===== src/rtl/gf2_mul_sched.sv =====
// gf2_mul_sched: two-requester scheduler in front of a shared bit-serial
// carry-less (GF(2)) multiplier. One operand pair is accepted at a time,
// multiplied over W cycles and returned with the owning requester's id.
// Optional macro GF_REDUCE_EN: adds a W-1 cycle reduction pass modulo POLY,
// so res_data carries the GF(2^W) product in its low W bits.
module gf2_mul_sched #(
  parameter int unsigned W = 8
`ifdef GF_REDUCE_EN
  , parameter logic [W:0] POLY = 9'h11B
`endif
) (
  input  logic             clk,
  input  logic             rst_n,
  input  logic [1:0]       req_valid,
  output logic [1:0]       req_ready,
  input  logic [W-1:0]     req_a0,
  input  logic [W-1:0]     req_b0,
  input  logic [W-1:0]     req_a1,
  input  logic [W-1:0]     req_b1,
  output logic             res_valid,
  input  logic             res_ready,
  output logic [2*W-2:0]   res_data,
  output logic             res_id,
  output logic             busy
);

  localparam int unsigned AW = 2 * W - 1;
  localparam int unsigned CW = $clog2(W);

  typedef enum logic [1:0] {
    IDLE = 2'd0,
    MUL  = 2'd1,
    DONE = 2'd2
`ifdef GF_REDUCE_EN
    , RED = 2'd3
`endif
  } state_t;

  state_t          state, state_nxt;
  logic [CW-1:0]   cnt, cnt_nxt;
  logic [AW-1:0]   acc, acc_nxt;
  logic [W-1:0]    op_a, op_b;
  logic            op_id;
  logic            rr;
  logic [1:0]      grant;
`ifdef GF_REDUCE_EN
  logic [AW-1:0]   acc_sh;
`endif

  // Grant only exists in IDLE; it is suppressed while reset is held.
  assign req_ready = rst_n ? grant : 2'b00;

  // Next-state, arbitration and one multiply/reduce step per cycle.
  always_comb begin
    state_nxt = state;
    cnt_nxt   = cnt;
    acc_nxt   = acc;
    grant     = 2'b00;
`ifdef GF_REDUCE_EN
    acc_sh    = acc << cnt;
`endif
    case (state)
      IDLE: begin
        case (req_valid)
          2'b01:   grant = 2'b01;
          2'b10:   grant = 2'b10;
          2'b11:   grant = rr ? 2'b10 : 2'b01;
          default: grant = 2'b00;
        endcase
        if (grant != 2'b00) begin
          state_nxt = MUL;
          cnt_nxt   = '0;
          acc_nxt   = '0;
        end
      end
      MUL: begin
        if (op_b[cnt]) acc_nxt = acc ^ (AW'(op_a) << cnt);
        if (cnt == CW'(W - 1)) begin
          cnt_nxt = '0;
`ifdef GF_REDUCE_EN
          state_nxt = RED;
`else
          state_nxt = DONE;
`endif
        end else begin
          cnt_nxt = cnt + CW'(1);
        end
      end
`ifdef GF_REDUCE_EN
      RED: begin
        // Bit under test is acc[AW-1-cnt]; cancel it with POLY aligned to it.
        if (acc_sh[AW-1]) acc_nxt = acc ^ (AW'(POLY) << (CW'(W - 2) - cnt));
        if (cnt == CW'(W - 2)) begin
          cnt_nxt   = '0;
          state_nxt = DONE;
        end else begin
          cnt_nxt = cnt + CW'(1);
        end
      end
`endif
      DONE: begin
        if (res_ready) state_nxt = IDLE;
      end
      default: state_nxt = IDLE;
    endcase
  end

  // State, operand capture, round-robin pointer and registered outputs.
  always_ff @(posedge clk or negedge rst_n) begin
    if (!rst_n) begin
      state     <= IDLE;
      cnt       <= '0;
      acc       <= '0;
      op_a      <= '0;
      op_b      <= '0;
      op_id     <= 1'b0;
      rr        <= 1'b0;
      res_data  <= '0;
      res_id    <= 1'b0;
      res_valid <= 1'b0;
      busy      <= 1'b0;
    end else begin
      state     <= state_nxt;
      cnt       <= cnt_nxt;
      acc       <= acc_nxt;
      busy      <= (state_nxt != IDLE);
      res_valid <= (state_nxt == DONE);
      if (grant != 2'b00) begin
        op_a  <= grant[1] ? req_a1 : req_a0;
        op_b  <= grant[1] ? req_b1 : req_b0;
        op_id <= grant[1];
        rr    <= ~grant[1];
      end
      if (state != DONE && state_nxt == DONE) begin
        res_data <= acc_nxt;
        res_id   <= op_id;
      end
    end
  end

endmodule

===== config.mk =====
export PLATFORM = sky130hd
export DESIGN_NAME = gf2_mul_sched
export DESIGN_NICKNAME = d
export VERILOG_FILES = /design/src/rtl/gf2_mul_sched.sv
export SDC_FILE = /design/constraint.sdc
export NUM_CORES = 1
export LEC_CHECK = 0
export BUFFER_PORTS_ARGS = -buffer_cell sky130_fd_sc_hd__buf_2
export CELL_PAD_IN_SITES_DETAIL_PLACEMENT = 1
export CELL_PAD_IN_SITES_GLOBAL_PLACEMENT = 1
export CORE_ASPECT_RATIO = 0.75
export CORE_MARGIN = 4
export CORE_UTILIZATION = 40
export CTS_CLUSTER_DIAMETER = 200
export DETAILED_ROUTE_END_ITERATION = 16
export HOLD_SLACK_MARGIN = 0.05
export PLACE_DENSITY = 0.75
export SLEW_MARGIN = 20
export SYNTH_ARGS = -nofsm -noshare
export SYNTH_HDL_FRONTEND = slang
export SYNTH_SLANG_ARGS = --single-unit

===== constraint.sdc =====
create_clock -name clk -period 3 [get_ports clk]
set_input_delay 0.9 -clock clk [delete_from_list [all_inputs] [get_ports clk]]
set_output_delay 0.9 -clock clk [all_outputs]
set_load 0.01 [all_outputs]

# Word-level counts from Yosys, hierarchy flattened
# Cells that the tools add are included.
dict set report totals {
  regBits 56
  latch_bits 0
  mem_bits_rw 0
  mem_bits_ro 0
  inputBits 37
  elab_cells 51
  mem_count 0
}
dict set report classes {
  n_addsub 1
  n_mul 0
  div_mod_pow 0
  magnitude_cmp 1
  n_eq_ne 9
  n_shift 1
  mux 19
  n_bitwise 2
  reduce_logical 7
}
# operator n
set op_table {}
lappend op_table {{15-bit 2-to-1 mux} 2}
lappend op_table {{15-bit case mux with 2 select lines} 1}
lappend op_table {{8-bit 2-to-1 mux} 2}
lappend op_table {{8-bit by 3-bit left shift with 15-bit output} 1}
lappend op_table {{15-bit bitwise XOR} 1}
lappend op_table {{2-bit 2-to-1 mux} 7}
lappend op_table {{2-bit case mux with 3 select lines} 2}
lappend op_table {{2-bit equality test, second input constant} 4}
lappend op_table {{2-bit nonzero test} 4}
lappend op_table {{3-bit 2-to-1 mux} 2}
lappend op_table {{3-bit case mux with 2 select lines} 1}
lappend op_table {{2-bit by 1-bit equality test with 1-bit output, second input constant} 2}
lappend op_table {{3-bit by 4-bit < comparator with 1-bit output, second input constant} 1}
lappend op_table {{2-bit != test, second input constant} 2}
lappend op_table {{3-bit by 1-bit adder with 3-bit output, second input constant} 1}
lappend op_table {{1-bit binary-select mux with 3-bit select} 1}
lappend op_table {{3-bit equality test, second input constant} 1}
lappend op_table {{2-bit logical NOT} 1}
lappend op_table {{2-bit AND reduction} 1}
lappend op_table {{1-bit logical AND} 1}
lappend op_table {{1-bit 2-to-1 mux} 1}
lappend op_table {{1-bit inverter} 1}

# Logic depth before layout (Yosys ltp)
dict set report logic_depth {
  depth_word 8
  mapped_depth 8
  depth_no_buf 5
}

# Worst setup path after synthesis
# Ideal clock, no wire load.
dict set report synth_path {
  path_kind {input-to-output}
  startpoint {in req_valid[0]}
  endpoint {out req_ready[1]}
  t_arrival_ns 1.891
  required_time_ns 2.100
  slack_ns 0.209
  stages 4
  path_buffers 1
  cell_sequence {o21ai_0 -> clkbuf_1 -> nor2_1 -> and2_1}
}
dict set report synth_via {
  elab_chain_cells 5
}
# element line_no
set synth_lines {}
lappend synth_lines {{start, declared} 14} ;# input logic [1:0] req_valid,
lappend synth_lines {{2-bit equality test or 2-bit by 1-bit equality test with 1-bit output (tied branches)} 64} ;# case (req_valid)
lappend synth_lines {{2-bit case mux with 3 select lines *} 64}
lappend synth_lines {{2-bit 2-to-1 mux * (2 in series)} 62} ;# case (state)
lappend synth_lines {{2-bit 2-to-1 mux *} 51} ;# assign req_ready = rst_n ? grant : 2'b00;
lappend synth_lines {{end, declared} 15} ;# output logic [1:0] req_ready,
# Mark *: on every way between the ends. The rest lies on a longest branch, timed or not. The select of a mux whose other input is x is not followed.

# Worst setup path after layout
dict set report layout_path {
  startpoint {in req_valid[0]}
  endpoint {out req_ready[0]}
}
# Same word-level chain as after synthesis.

==> flow_summary.toml <==
[outcome]
outcome = "finished clean"

[critical_path]
worst_r2r_path_depth = 6
critical_path_required_ps = 2100
end_kind = "output port"
worst-path-max-fanout = 13
arrival_ps = 1780
start_kind = "input port"
crit_type = "in -> out"

[timing]
whs_ps = 487
slew_violations = 0
slew_headroom = 0.511
fmaxAchievable_mhz = 373
hold_viol = 0
period_minus_slack_ps = 2680
rsz0062_at_grt = "no"
setup_viol = 0
finalClockSkew_ps = 13.6
setup_tns_ps = 0
post-route-period-util = 0.894
worst_pin_slew_ps = 733

[synthesis]
yosys.area.top_type = "dfrtp_1"
synth_top_area_share = 0.466
synth_cells = 276
synth_warnings = 0
synth_cell_types = 50
syn_area_mm2 = 0.00301
synth_edf_count = 0
synth_area_leaders = "dfrtp_1, mux2i_1, nand2_1, mux2_2, mux4_2"
syn_area_per_cell_um2 = 10.9
syn_nets = 315
ys_ff_latch = 56
synth_ff_type = "dfrtp_1"
synthArstFlopShare = 1.00
seq_area_frac_synth = 0.466

[drt]
finalWirelength_mm = 6.95
firstDrtPassIters = 4
wire_per_inst_um = 16.2
drcViolationCount = 0
viasPerCell = 5.34
vias = 2298
final_antenna_net_count = 0
drtIter0Drc = 63

[placement]
io_buffers = 56
dp_hpwl_mm = 5.18
globalplace.congestion = 0.790
post_dp_cell_area_mm2 = 0.00337

[power_and_ir_drop]
peakVddDrop_v = 0.000396
finalPower_uw = 3680
p_leak_uw = 0.00161
power_density_mw_per_mm2 = 1070

[cts]
cts_buffers = 5
holdBufCountCts = 0
root_buffer = "clkbuf_8"
clk_pin_slew_ps = 100
tritoncts = "yes"
post_cts_buffers = 0
htree_levels = 2
ctsResizeCount = 0
clock-sinks = 56
cts.path.max_buffers = 2
clock_latency_ps = 310

[die]
rows = 27
initial_utilization = 0.411
die_y_um = 83.1
ios = 57
die-area_mm2 = 0.00899
chipWidth_um = 108
core_mm2 = 0.00733

[finish]
num_antenna_cells = 0
nNetsFinal = 367
areaGrowthSynthToFinish_pct = 14.6
fin_util = 0.471
fillCellCount = 849
design_area_mm2 = 0.00345
layout-drive-gt1-share = 0.304

[run]
cap_viol_max_count = 0

[min_path]
whs_path_depth = 1
min_path_type = "reg -> reg"

[grt]
grt_pass1_wl_mm = 11.9
grtUsageTotal = 0.164
grt_pass1_vias = 2375
grt_max_degree = 57
overflow = 0
antenna_found_initial = 0
==> synth_stat cells, types with 4 or more instances <==
cell type and n:
dfrtp_1 56, nand2_1 50, mux2i_1 24, o21ai_0 18, mux2_2 14, xnor2_1 10
o31ai_1 8, a22oi_1 7, clkbuf_1 7, nand3_1 7, nor2_1 7, o211ai_1 7
mux4_2 5, buf_2 4, nor2b_1 4, o21ai_1 4
==> power breakdown <==
group | leakage (µW) | switching (µW) | internal (µW)
logic | 0.000855 | 1040 | 853
clock network | 0.0000424 | 248 | 168
registers | 0.000716 | 288 | 1080
==> kinds of logic (layout without fill, tap and decap cells) <==
logic type,count (synthesis),after routing,share of synthesized area
and+or+nand+nor,89,89,0.148
AOI/OAI and AO/OA,56,56,0.135
DFF,56,56,0.466
muxes,44,44,0.177
buffers and inverters,19,72,0.0370
xor gates and xnor gates,10,10,0.0291
adders and majority gates,2,2,0.00831
==> critical path, cell delays in order <==
cell and delay (ps):
buf_2 90, a21boi_1 200, buf_4 270, and3_1 190
buf_2 130
==> final timing paths <==
path | start | end | slack [ps]
worst max-delay path | req_valid[0] | req_ready[0] | 320
worst min-delay path | acc[1] | acc[1] | 490
worst max register to register | cnt[0] | acc[9] | 870
worst min register to register | acc[1] | acc[1] | 490
max in group asynchronous | rst_n | op_id | 1680
min in group asynchronous | rst_n | acc[13] | 820
==> layout by cell type, fill, tap and decap left out, drive strengths merged, types with 2 or more instances in the layout <==
cell,Yosys,routed
clkbuf,7,7
a21o,2,2
or2,3,3
xnor2,10,10
a22oi,7,7
a2111oi,2,2
nand4b,2,2
mux2,14,14
dfrtp,56,56
nand2b,3,3
nand3,7,7
o21ai,22,22
mux2i,25,25
and2,3,3
a311oi,2,2
nand2,51,51
nor2,7,7
mux4,5,5
o31ai,8,8
o211ai,7,7
nor2b,4,4
nand4,2,2
buf,11,63
ha,2,2
==> final cells by class <==
class,instances,area [µm²],share of cell area
Inverter,1,3.75,0.00109
Clock inverter,1,8.76,0.00254
Multi-Input combinational cell,201,1500,0.435
Timing Repair Buffer,63,333,0.0964
Clock buffer,7,76.3,0.0221
Tap cell,101,126,0.0366
Sequential cell,56,1400,0.406
==> per-layer routing <==
layer	routed length [µm]	vias up	track usage
met3	257	8	0.0334
met4	63	0	0.0344
met1	3340	1145	0.238
met5	0	-	0
met2	3290	43	0.256
li1	-	1102	-
==> sequential cells by signal, summed over array words and instances (netlist names) <==
signal,flops
acc,15
busy,1
cnt,3
op_a,8
op_b,8
op_id,1
res_data,15
res_id,1
res_valid,1
rr,1
state,2
==> metrics by stage <==
stage / cells / setup slack [ps]
detailed placement: 422 / 313
CTS: 430 / 305
finish: 430 / 319
global route: 430 / 240
floorplan: 276 / 209
global placement: 422 / 369
(Power assumes the default switching activity.)
